==> src/rtl/gray_counter_ctrl.sv <==
`default_nettype none
// gray_counter_ctrl: run/pause/step/clear sequencer with tick prescaler and one-shot
// auto-stop, driving the Gray counter's clock-enable and synchronous clear.
module gray_counter_ctrl #(
  parameter int N        = 4,
  parameter int DISTANCE = 100000000,
  parameter int PW       = 27
) (
  input  logic       clk,
  input  logic       rst,
  input  logic       btn_run,
  input  logic       btn_step,
  input  logic       btn_clr,
  input  logic       oneshot,
  output logic       cnt_en,
  output logic       cnt_clr,
  output logic       running,
  output logic       wrap,
  output logic [1:0] state
);

  typedef enum logic [1:0] {
    IDLE  = 2'b00,
    RUN   = 2'b01,
    STEP  = 2'b10,
    CLEAR = 2'b11
  } state_t;

  localparam logic [PW-1:0] PRESC_LAST = PW'(DISTANCE - 1);
  localparam logic [N-1:0]  POS_LAST   = '1;

  state_t        state_q, state_d;
  logic [PW-1:0] presc_q, presc_d;
  logic [N-1:0]  pos_q,   pos_d;
  logic          tick_w;
  logic          en_w;
  logic          wrap_w;

  // Outputs decode registered state only, so button pulses never reach them combinationally.
  assign tick_w  = (state_q == RUN) && (presc_q == PRESC_LAST);
  assign en_w    = (state_q == STEP) || tick_w;
  assign wrap_w  = en_w && (pos_q == POS_LAST);

  assign cnt_en  = en_w;
  assign cnt_clr = (state_q == CLEAR);
  assign running = (state_q == RUN);
  assign wrap    = wrap_w;
  assign state   = state_q;

  always_comb begin
    state_d = state_q;
    presc_d = presc_q;
    pos_d   = pos_q;
    if (en_w) begin
      pos_d = pos_q + 1'b1;
    end
    case (state_q)
      IDLE: begin
        if (btn_clr) begin
          state_d = CLEAR;
        end else if (btn_run) begin
          state_d = RUN;
          presc_d = '0;
        end else if (btn_step) begin
          state_d = STEP;
        end
      end
      RUN: begin
        presc_d = tick_w ? '0 : presc_q + 1'b1;
        // A tick in this cycle has already issued its enable; a button acts from the next edge.
        if (btn_clr) begin
          state_d = CLEAR;
        end else if (btn_run) begin
          state_d = IDLE;
          presc_d = '0;
        end else if (oneshot && wrap_w) begin
          state_d = IDLE;
        end
      end
      STEP: begin
        state_d = btn_clr ? CLEAR : IDLE;
      end
      CLEAR: begin
        state_d = IDLE;
        presc_d = '0;
        pos_d   = '0;
      end
    endcase
  end

  always_ff @(posedge clk or negedge rst) begin
    if (!rst) begin
      state_q <= IDLE;
      presc_q <= '0;
      pos_q   <= '0;
    end else begin
      state_q <= state_d;
      presc_q <= presc_d;
      pos_q   <= pos_d;
    end
  end

endmodule
`default_nettype wire

==> config.mk <==
export PLATFORM = sky130hd
export DESIGN_NAME = gray_counter_ctrl
export DESIGN_NICKNAME = d
export VERILOG_FILES = /design/src/rtl/gray_counter_ctrl.sv
export SDC_FILE = /design/constraint.sdc
export NUM_CORES = 1
export LEC_CHECK = 0
export ABC_CLOCK_PERIOD_IN_PS = 2000
export CORE_MARGIN = 5
export CORE_UTILIZATION = 53
export CTS_CLUSTER_DIAMETER = 150
export DETAILED_ROUTE_END_ITERATION = 6
export GPL_TIMING_DRIVEN = 0
export PLACE_DENSITY = 0.72
export SLEW_MARGIN = 20
export SYNTH_ARGS = -nofsm -noshare
export SYNTH_HDL_FRONTEND = slang
export SYNTH_SLANG_ARGS = --single-unit
export TNS_END_PERCENT = 50
==> constraint.sdc <==
create_clock -name clk -period 2 [get_ports clk]
set_input_delay 0.2 -clock clk [delete_from_list [all_inputs] [get_ports clk]]
set_output_delay 0.2 -clock clk [all_outputs]
set_load 0.05 [all_outputs]
==> out/metrics.yaml, run 1 <==
status:
  status: "finished, final reports clean"
placement:
  gp_congestion: 0.828
  dp_hpwl_mm: 3.22
  portBuffers: 11
  dp.cells: 276
pwr:
  max-vdd-ir-drop_uv: 741
  p_per_area_nw_per_um2: 1210
  combPwrFrac_pct: 57.0
  power.leakage_uw: 0.00105
  netSwitchingFraction_pct: 44.9
  clock_power_share_pct: 16.0
  p_seq_share_pct: 27.0
  p_switching_uw: 1370
  p_int_uw: 1680
route:
  firstDrtPassIters: 4
  drc: 0
  wire_per_inst_um: 16.5
  ant_nets: 0
  drt-total-wl_mm: 4.86
  viasPerCell: 6.11
  routed-via-count: 1802
  dr.first_iter.drc_count: 160
timing:
  finalClockSkew_ns: 0.00543
  tns_ns: 0
  timing.final.crit_share_pct: 99.3
  rsz0062_at_grt: "true"
  drv_slew: 0
  setup_viol: 0
  slew_headroom_pct: 50.9
  period_needed_ns: 1.99
  hold_violations: 0
  fmax_mhz: 504
  worstMarginPinSlew_ns: 0.737
global_routing:
  grt_usage_pct: 19.7
  first_global_vias: 1671
  antenna_found_initial: 0
  overflow: 0
  grt_pass1_wl_mm: 8.09
  grt_max_degree: 34
synth:
  synth.area.mux_share_pct: 0.505
  synth_compound_area_share_pct: 12.7
  yosys.area_share.adder_pct: 3.79
  synth_top_family_by_area: "simple AND/OR/NAND/NOR gates"
  synth_ff_type: "dfrtp_1"
  ys_seq_elements: 33
  syn_inst: 217
  seq_area_frac_synth_pct: 41.6
  syn_area_um2: 1980
  yosys.area_share.simple_pct: 29.4
  ys_warn_count: 0
  async_flop_share_pct: 100
  synth_cell_types: 42
  synth_edf_count: 0
  synth_area_per_cell_um2: 9.14
  synth-xor-area-share_pct: 7.95
  synth_fp_nets: 229
critical_path:
  worst-path-buf-inv: 1
  crit_slowest_cell: "dfrtp_1"
  cp_cell_sequence: "ha_4 > nand3_2 > nor4_4 > a21oi_4 > nor2_4 > buf_6"
  crit_path_end_kind: "output pin"
  reg2regPathDepth: 7
  r2r-start: "presc_q[1]"
  max_stage_delay_ns: 0.43
  cp_data_arrival_time_ns: 1.79
  required_ns: 1.80
  critPathKind: "reg2out"
  crit_path_max_fanout: 4
  rrSetupSlack_ns: 0.05
  critical-path-top-delay-family: "simple AND/OR/NAND/NOR gates"
  cp-start-kind: "flip-flop"
  reg2reg_to: "pos_q[3]"
final_layout:
  final_nets: 258
  antenna_cells: 0
  drive_gt1_share_pct: 24.3
  utilization_pct: 69.0
  seqCellArea_um2: 828
  area_delta_synth_final_pct: 26.5
  multi_input_area_um2: 1220
  instances_no_fill: 295
  fillerInstances: 282
floorplan:
  row_count: 22
  die_h_um: 71.2
  io_pins: 12
  core_area_um2: 3630
  die_w_um: 71.2
  die_area_um2: 5070
  initial_core_util_pct: 54.6
clock_tree:
  worstSkewPairLatency_ns: 0.29
  cts_tree: "built"
  cts_made_buffers: 5
  cts_root_buf: "clkbuf_8"
  path_clk_slew_ns: 0.07
  htree_num_levels: 2
  cts.sinks: 33
  clk_path_buf_depth: 2
worst_hold_path:
  hold_path_end: "presc_q[23]"
  min_from: "presc_q[23]"
  hold_depth: 1
  min_path_type: "reg2reg"
flow_run:
  cap_viol_max_count: 0
==> Yosys cell counts, types with 2 or more instances <==
master	number	area, um^2
nand3_1	15	75.1
ha_1	6	75.1
and4_1	5	43.8
nand4b_1	2	17.5
xnor2_1	10	87.6
xor2_1	8	70.1
and3_1	3	18.8
clkbuf_1	3	11.3
nor4b_1	2	17.5
dfrtp_1	33	826
or3_1	4	25.0
nand4_1	5	31.3
nor2_1	27	101
and2_1	4	25.0
nand3b_1	5	37.5
o21ai_0	6	30.0
a31oi_1	14	87.6
nor3_1	7	35.0
nor4_1	6	37.5
nand2_1	10	37.5
buf_2	6	30.0
a21oi_2	3	26.3
a21oi_1	5	25.0
inv_1	10	37.5
==> worst max path at each step <==
stage | start | endpoint | slack, ns | cells past startpoint
final | presc_q[1] | wrap | 0.01 | 6
after global routing | presc_q[1] | wrap | -0.04 | 6
after CTS | presc_q[20] | wrap | -0.11 | 5
after detailed placement | state[1] | wrap | -0.50 | 7
after global placement | state[1] | wrap | -0.47 | 7
after floorplan | state[1] | presc_q[26] | -0.07 | 8
==> power groups by stage <==
stage / Combinational [uW] / Sequential, uW / Clock, uW
2_1_floorplan: 987 / 901 / 0
3_3_place_gp: 1370 / 842 / 0
3_5_place_dp: 1400 / 847 / 0
4_1_cts: 1520 / 812 / 492
5_1_grt: 1850 / 831 / 527
6_report: 1740 / 821 / 487
==> flip-flops by register name, summed over array words and instances (netlist names) <==
name	flops
state	2
presc_q	27
pos_q	4
==> kinds of logic after synthesis <==
logic type,count (synthesis)
xor+xnor,18
compound gates,37
buf+inv,19
fa+ha+maj,6
flops,33
simple gates,103
mux,1
==> metal layers <==
layer	vias to the layer above	track usage [%]	routed length [um]
met2	37	31.6	2420
met5	-	0	0
met4	0	6.89	83
met3	12	4.69	172
li1	857	-	-
met1	896	26.0	2190
==> area by class of cell <==
| cell class | instances | area share [%] |
|---|---|---|
| multi-input cells | 165 | 48.8 |
| well taps | 48 | 2.39 |
| plain buffers | 9 | 3.09 |
| clock buffers | 6 | 2.89 |
| flip-flops and latches | 33 | 33.0 |
| clock inverters | 2 | 0.399 |
| inverters | 10 | 1.50 |
| repair buffers | 22 | 7.88 |
==> placed cells by master, fill, tap and decap left out, drive strengths merged, types with 4 or more instances in the layout <==
cell	n
nand4	6
or3	4
buf	20
nor4	7
nand3	15
and4	6
and3	4
ha	6
a21oi	8
nand3b	5
dfrtp	33
xnor2	10
a31oi	14
xor2	8
clkdlybuf4s50	6
nand2	10
clkbuf	8
and2	4
o21ai	6
inv	10
nor3	7
nor2	27
==> worst register-to-register path, cell delays in order, from the launching register on <==
cell	delay [ns]
dfrtp_1	0.43
ha_4	0.17
nand3_2	0.10
nor4_4	0.39
a21oi_4	0.14
buf_6	0.16
or3_1	0.34
a21oi_1	0.15
==> through the flow <==
step	setup slack [ns]	total power (uW)	hold WS [ns]	area (um^2)
6_report	0.0150	3040	0.494	2510
2_1_floorplan	-0.0719	1890	-0.0956	2060
4_1_cts	-0.112	2820	0.494	2380
3_5_place_dp	-0.498	2240	0.307	2220
3_3_place_gp	-0.465	2210	0.475	2230
5_1_grt	-0.0416	3210	0.517	2510
==> repair_timing <==
| action | 4_1_cts | 5_1_grt |
|---|---|---|
| hold buffers | 1 | 0 |
| buffers inserted | 5 | 5 |
| hold endpoints to repair | 9 | 0 |
| endpoints found under the setup margin | 22 | 33 |
| resized for setup | 20 | 24 |
| cloned | 0 | 0 |
| pin swaps | 1 | 6 |
No activity file was read; power rests on OpenSTA's default activity.
==> run 2: changes to the inputs <==
--- a/config.mk
+++ b/config.mk
@@ -6,10 +6,12 @@
 export NUM_CORES = 1
 export LEC_CHECK = 0
 export ABC_CLOCK_PERIOD_IN_PS = 2000
+export CAP_MARGIN = 10
 export CORE_MARGIN = 5
-export CORE_UTILIZATION = 53
+export CORE_UTILIZATION = 57
 export CTS_CLUSTER_DIAMETER = 150
 export DETAILED_ROUTE_END_ITERATION = 6
+export DONT_BUFFER_PORTS = 1
 export GPL_TIMING_DRIVEN = 0
 export PLACE_DENSITY = 0.72
 export SLEW_MARGIN = 20
==> out/metrics.yaml, run 2 (synthesized netlist as in run 1, its figures left out) <==
status:
  status: "finished, violations left"
  violations: "setup timing"
critical_path:
  crit_path_max_fanout: 7  # +3
  critPathKind: "reg2out"
  cp_data_arrival_time_ns: 2.18  # +0.39 ns
  worst-path-buf-inv: 1  # unchanged
  critical-path-top-delay-family: "simple AND/OR/NAND/NOR gates"
  cp_cell_sequence: "inv_4 > ha_4 > and3b_1 > and4_4 > a21oi_4 > nor2_4"
  cp-start-kind: "flip-flop"
  crit_path_end_kind: "output pin"
  crit_slowest_cell: "dfrtp_4"
  max_stage_delay_ns: 0.61  # +0.18 ns
  required_ns: 1.80  # about the same
timing:
  hold_violations: 0  # unchanged
  fmax_mhz: 420  # -17%
  setup_ws_ns: -0.384  # -0.399 ns
  drv_slew: 0  # unchanged
  timing.final.crit_share_pct: 119  # +20 points
  worstMarginPinSlew_ns: 0.578  # -0.159 ns
  period_needed_ns: 2.38  # +0.399 ns
  setup_viol: 35  # +35
  tns_ns: -7.89  # -7.89 ns
  slew_headroom_pct: 61.5  # +11 points
  rsz0062_at_grt: "true"
  finalClockSkew_ns: 0.00974  # +0.00431 ns
route:
  drc: 0  # unchanged
  firstDrtPassIters: 4  # unchanged
  dr.first_iter.drc_count: 101  # -37%
  viasPerCell: 6.36  # +4.1%
  dr_wl_met2_mm: 2.61  # +7.9%
  top_layer: "met4"
  ant_nets: 0  # unchanged
  routed-via-count: 1837  # +1.9%
  wl_met3_um: 329  # +91%
  drt-total-wl_mm: 5.24  # +7.7%
  wire_per_inst_um: 18.1  # +10%
  wl_met1_mm: 2.18  # -0.37%
global_routing:
  overflow: 0  # unchanged
  grt_usage_pct: 24.1  # +4.4 points
  antenna_found_initial: 0  # unchanged
  grt_max_degree: 34  # unchanged
  grt_pass1_wl_mm: 8.30  # +2.6%
  first_global_vias: 1764  # +5.6%
final_layout:
  drive_gt1_share_pct: 24.7  # +0.40 points
  fillerInstances: 256  # -9.2%
  seqCellArea_um2: 833  # +0.60%
  final_cell_mix: "dfrtp_1, nor2_1, nand3_1, a31oi_1, buf_4"
  top_register: "presc_q"
  antenna_cells: 0  # unchanged
  area_delta_synth_final_pct: 25.7
  largest_reg_flops: 27  # unchanged
  multi_input_area_um2: 1240  # +1.5%
  final_nets: 254  # -1.6%
  final_common_cell: "dfrtp_1"
clock_tree:
  htree_num_levels: 2  # unchanged
  cts_tree: "built"
  cts.sinks: 33  # unchanged
  clk_path_buf_depth: 2  # unchanged
  worstSkewPairLatency_ns: 0.35  # +0.06 ns
  path_clk_slew_ns: 0.10  # +0.03 ns
  cts_root_buf: "clkbuf_4"
  cts_made_buffers: 5  # unchanged
flow_run:
  cap_viol_max_count: 0  # unchanged
floorplan:
  row_count: 21  # -4.5%
  die_w_um: 69.0  # -3.1%
  initial_core_util_pct: 59.0  # +4.4 points
  core_area_um2: 3360  # -7.4%
  die_h_um: 69.0  # -3.1%
  io_pins: 12  # unchanged
  die_area_um2: 4760  # -6.0%
pwr:
  power.leakage_uw: 0.00102  # -3.5%
  p_per_area_nw_per_um2: 1310  # +8.4%
  max-vdd-ir-drop_uv: 895  # +21%
placement:
  dp_hpwl_mm: 3.26  # +1.4%
  gp_congestion: 0.854  # +3.1%
  dp_slack_ns: -0.317  # +0.182 ns
  portBuffers: 0  # -11
worst_hold_path:
  min_path_type: "in2reg"
[run 2: report_power, final]
group / switching [uW] / total (uW) / internal (uW)
sequential: 183 / 931 / 748
clock: 234 / 533 / 298
combinational: 1040 / 1810 / 770
[run 2: repair_timing]
item,CTS,global route
hold endpoints to repair,33,0
setup buffers,10,4
resized for setup,22,6
pin swaps,10,2
hold buffers,2,0
gates cloned,1,1
setup endpoints to repair,35,35
[run 2: per-layer routing]
| metal | vias up | track usage [%] |
|---|---|---|
| met1 | 917 | 27.9 |
| li1 | 842 | - |
| met2 | 62 | 41.8 |
| met3 | 16 | 7.94 |
| met4 | 0 | 8.03 |
| met5 | - | 0 |
[run 2: through the flow]
step | total power [uW] | utilization [%] | cell area [um^2] | std cells | hold slack (ns)
final | 3280 | 74.1 | 2490 | 289 | 0.0326
after global routing | 3440 | 74.1 | 2490 | 289 | 0.0628
after CTS | 3090 | 72.1 | 2420 | 284 | 0.0309
after detailed placement | 2140 | 62.9 | 2120 | 263 | -0.0948
after global placement | 2090 | 62.9 | 2120 | 263 | -0.0948
after floorplan | 1890 | - | 2060 | 217 | -0.0956
[run 2: layout make-up]
| cell class | instances | share of cell area, % |
|---|---|---|
| plain buffers | 9 | 3.11 |
| multi-input cells | 165 | 49.9 |
| clock buffers | 7 | 2.21 |
| inverters | 10 | 1.61 |
| well taps | 46 | 2.31 |
| clock inverters | 1 | 1.20 |
| flip-flops and latches | 33 | 33.4 |
| repair buffers | 18 | 6.27 |
[run 2: path summary, 6_finish.rpt]
path / slack (ns) / to / depth (start not counted) / startpoint
worst min-delay path: 0.03 / state[0] / 2 / btn_run
worst max-delay path: -0.38 / wrap / 6 / state[1]
worst min register to register: 0.53 / presc_q[19] / 1 / presc_q[19]
worst max register to register: -0.36 / state[1] / 9 / state[1]
min in group asynchronous: 0.30 / presc_q[20] / 2 / rst
max in group asynchronous: 1.48 / state[0] / 2 / rst
[run 2: worst reg2reg max path, stage by stage (launching register included)]
cell and delay (ns):
dfrtp_4 0.61, inv_4 0.10, ha_4 0.29, and3b_1 0.20, and4_4 0.25, a21oi_4 0.09, buf_4 0.17, buf_6 0.12
or3_1 0.37, nand3_1 0.09
==> patch 1 (config.mk and constraints of run 1) <==
Set the parameter `PW` to 54 (it was 27).
--- a/src/rtl/gray_counter_ctrl.sv
+++ b/src/rtl/gray_counter_ctrl.sv
@@ -4,7 +4,7 @@
 module gray_counter_ctrl #(
   parameter int N        = 4,
   parameter int DISTANCE = 100000000,
-  parameter int PW       = 27
+  parameter int PW       = 54
 ) (
   input  logic       clk,
   input  logic       rst,
Formal check against the unedited RTL: same outputs for any inputs over 10 cycles, from zero or initial values and one cycle with rst low; that may be too few to reach the edited logic, so the function may still have changed.
==> patch 1 against run 1 <==
  * The flow now finishes with violations (setup timing)
  * Wire length rose to 2.6 times the old value
  * Sequential cell count rose by 27
  * Sequential share of layout area fell by 3.4 points
  * First-iteration DRC count rose to 3.4 times the old value
  * Combinational power rose by 40%
  * Synthesized area rose by 92%
  * Via count rose by 130%
  * Power rose by 61%
  * Utilization rose by 4.6 points
  * Worst setup slack got worse by 0.74 ns
  * Cell area rose by 100%
==> patch 1: results <==
[place]
dp.cells = 579
place.gp.congestion = 0.9770

[timing]
holdWs_ns = 0.3084
setup_tns_ns = -32.18
skew_ns = 0.01580
slew_headroom = 0.4863
setup_violations = 62
setup_slack_ns = -0.7220

[status]
violations = setup timing
outcome = finished with violations

[global_routing]
met2_usage = 0.4486
gr-usage-met3 = 0.04542

[worst_setup_path]
rrSetupSlack_ns = -0.60
setup.worst_path.end = cnt_en

[finish]
multi_input_area_share = 0.4866
clock_buffers = 11
signal_buffers = 71
final_util = 0.7364

[logic_synthesis]
synth_nets = 483
synthXorXnorAreaFrac = 0.004601
synth_mux_area_frac = 0.002629
yosys-top-cells-count = o21ai_0 (62), dfrtp_1 (60), nand2_1 (54), nand3_1 (38), nor3_1 (32)
ys_types = 47
synth_cells = 471

[clock_network]
post_cts_resized = 80

[power]
p_leak_nw = 2.038

[detailed_routing]
num_vias = 4181
==> patch 1: cell count changes after synthesis, sizes merged, moves of 9 or more <==
| cell | before | now |
|---|---|---|
| o21ai | 6 | 64 |
| nand2 | 10 | 55 |
| dfrtp | 33 | 60 |
| nor3 | 7 | 32 |
| nand3 | 15 | 38 |
| clkbuf | 3 | 19 |
| nand4 | 6 | 21 |
| or3 | 4 | 18 |
| and3 | 4 | 17 |
| xnor2 | 10 | 0 |
| nor2 | 27 | 18 |
==> patch 1: cells by family after synthesis <==
logic type      count (synthesis)
simple gates                  241
fa+ha+maj                       6
xor+xnor                        2
buf+inv                        45
flops                          60
compound gates                116
mux                             1
==> patch 1: layer usage <==
metal | up-vias | routed length, µm | share of wire
li1 | 1878 | - | -
met1 | 2028 | 5043 | 0.41
met2 | 233 | 5949 | 0.48
met3 | 42 | 1018 | 0.082
met4 | 0 | 411 | 0.033
met5 | - | 0 | 0
==> patch 2 (settings of run 1) <==
Made on the original files. Register the inputs `btn_run`, `btn_step`, `btn_clr` and `oneshot` before use, cleared by the reset. The logic sees them one clock later.
--- a/src/rtl/gray_counter_ctrl.sv
+++ b/src/rtl/gray_counter_ctrl.sv
@@ -29,6 +29,25 @@
   localparam logic [PW-1:0] PRESC_LAST = PW'(DISTANCE - 1);
   localparam logic [N-1:0]  POS_LAST   = '1;
 
+  logic btn_run_q;
+  logic btn_step_q;
+  logic btn_clr_q;
+  logic oneshot_q;
+
+  always_ff @(posedge clk or negedge rst) begin
+    if (!rst) begin
+      btn_run_q  <= '0;
+      btn_step_q <= '0;
+      btn_clr_q  <= '0;
+      oneshot_q  <= '0;
+    end else begin
+      btn_run_q  <= btn_run;
+      btn_step_q <= btn_step;
+      btn_clr_q  <= btn_clr;
+      oneshot_q  <= oneshot;
+    end
+  end
+
   state_t        state_q, state_d;
   logic [PW-1:0] presc_q, presc_d;
   logic [N-1:0]  pos_q,   pos_d;
@@ -56,29 +75,29 @@
     end
     case (state_q)
       IDLE: begin
-        if (btn_clr) begin
+        if (btn_clr_q) begin
           state_d = CLEAR;
-        end else if (btn_run) begin
+        end else if (btn_run_q) begin
           state_d = RUN;
           presc_d = '0;
-        end else if (btn_step) begin
+        end else if (btn_step_q) begin
           state_d = STEP;
         end
       end
       RUN: begin
         presc_d = tick_w ? '0 : presc_q + 1'b1;
         // A tick in this cycle has already issued its enable; a button acts from the next edge.
-        if (btn_clr) begin
+        if (btn_clr_q) begin
           state_d = CLEAR;
-        end else if (btn_run) begin
+        end else if (btn_run_q) begin
           state_d = IDLE;
           presc_d = '0;
-        end else if (oneshot && wrap_w) begin
+        end else if (oneshot_q && wrap_w) begin
           state_d = IDLE;
         end
       end
       STEP: begin
-        state_d = btn_clr ? CLEAR : IDLE;
+        state_d = btn_clr_q ? CLEAR : IDLE;
       end
       CLEAR: begin
         state_d = IDLE;
Formal check against the unedited RTL: not equivalent (Yosys sat finds a counterexample within 4 cycles, from zero or initial values and one cycle with rst low).
==> patch 2 against run 1 <==
  * The flow now finishes with violations (setup timing)
  * Global-route usage shrank 1.4 points
  * Clock skew shrank 0.00052 ns
  * Register-to-register slack lost 0.05 ns
  * Sequential cell count grew 4
  * Wire length shrank 11%
  * Die area grew 1.6%
  * Cell area grew 1.5%
  * Power shrank 9.8%
  * Non-clock buffer count shrank 7
  * Synthesized area grew 1.9%
  * Worst setup slack lost 0.079 ns
  * Critical path type unchanged
  * Highest routed layer unchanged
==> patch 2: results <==
[min_path]
min_path_type = in2reg

[place]
pre_cts_slack_ns = -0.5708
dp.cells = 266
place.gp.congestion = 0.8188
hpwl_mm = 2.910

[logic_synthesis]
seq_area_frac_synth = 0.4582
postSynthAreaPerCell_um2 = 9.809
ys_types = 40
synth_nets = 219
synthTopCellsByArea = dfrtp_1 (46%), xor2_1 (7.4%), ha_1 (4.3%)

[finish]
drive_gt1_frac = 0.2179
fin_nets = 246
area_growth_pct = 26.01
nFillCells = 274

[worst_setup_path]
r2r_start = presc_q[0]$_DFFE_PN0P_
rrSetupSlack_ns = 0
max_stage_delay_ns = 0.44
cp.arrival_ns = 1.86
cp_max_fo = 5
reg2regPathDepth = 7

[timing]
setup_slack_ns = -0.06388
skew_ns = 0.004908
setup_violations = 2
setup_tns_ns = -0.06793

[detailed_routing]
via_per_inst = 5.819
routed_wl_mm = 4.319
num_vias = 1641

[status]
violations = setup timing
outcome = finished with violations

[power]
peakVddDrop_mv = 0.6554
p_leak_nw = 1.057

[global_routing]
grt_pass1_vias = 1663
grt_pass1_wl_mm = 7.410
grt.total_usage = 0.1832
grt_max_degree = 21
-- patch 2: cell type report --
cell class | instances | share of cell area
plain buffers | 4 | 0.01179
flip-flops and latches | 37 | 0.3651
clock buffers | 7 | 0.03391
multi-input cells | 160 | 0.4644
repair buffers | 20 | 0.08108
clock inverters | 1 | 0.01179
inverters | 5 | 0.008354
well taps | 48 | 0.02359
-- patch 2: logic make-up (layout without fill, tap and decap cells) --
group	count (synthesis)	in the layout	synth area share
AOI/OAI and AO/OA	33	33	0.1152
xor gates and xnor gates	17	17	0.07368
adders and majority gates	7	7	0.04334
buffers and inverters	9	37	0.02105
DFF	37	37	0.4582
muxes	3	3	0.01486
and+or+nand+nor	100	100	0.2737
-- patch 2: worst min-delay path by stage --
stage	start	end	slack, ns	cells past startpoint
floorplan	rst	btn_clr_q$_DFF_PN0_	-0.1	0
CTS	btn_clr	btn_clr_q$_DFF_PN0_	0.34	1
global placement	presc_q[1]$_DFFE_PN0P_	presc_q[1]$_DFFE_PN0P_	0.51	2
global route	oneshot	oneshot_q$_DFF_PN0_	0.33	1
detailed placement	rst	pos_q[3]$_DFFE_PN0P_	0.17	1
finish	btn_run	btn_run_q$_DFF_PN0_	0.34	1
-- patch 2: power by group --
part | leakage, nW | internal, W | switching [W]
logic | 0.501 | 0.000472 | 0.000688
clock network | 0.0585 | 0.000406 | 0.000255
registers | 0.497 | 0.000825 | 0.0000982
-- patch 2: metal layers --
layer | up-vias | wire, µm | GRT usage
met3 | 6 | 182 | 0.05189
met1 | 808 | 1914 | 0.2171
met5 | - | 0 | 0
li1 | 796 | - | -
met2 | 31 | 2167 | 0.3224
met4 | 0 | 55 | 0.05219
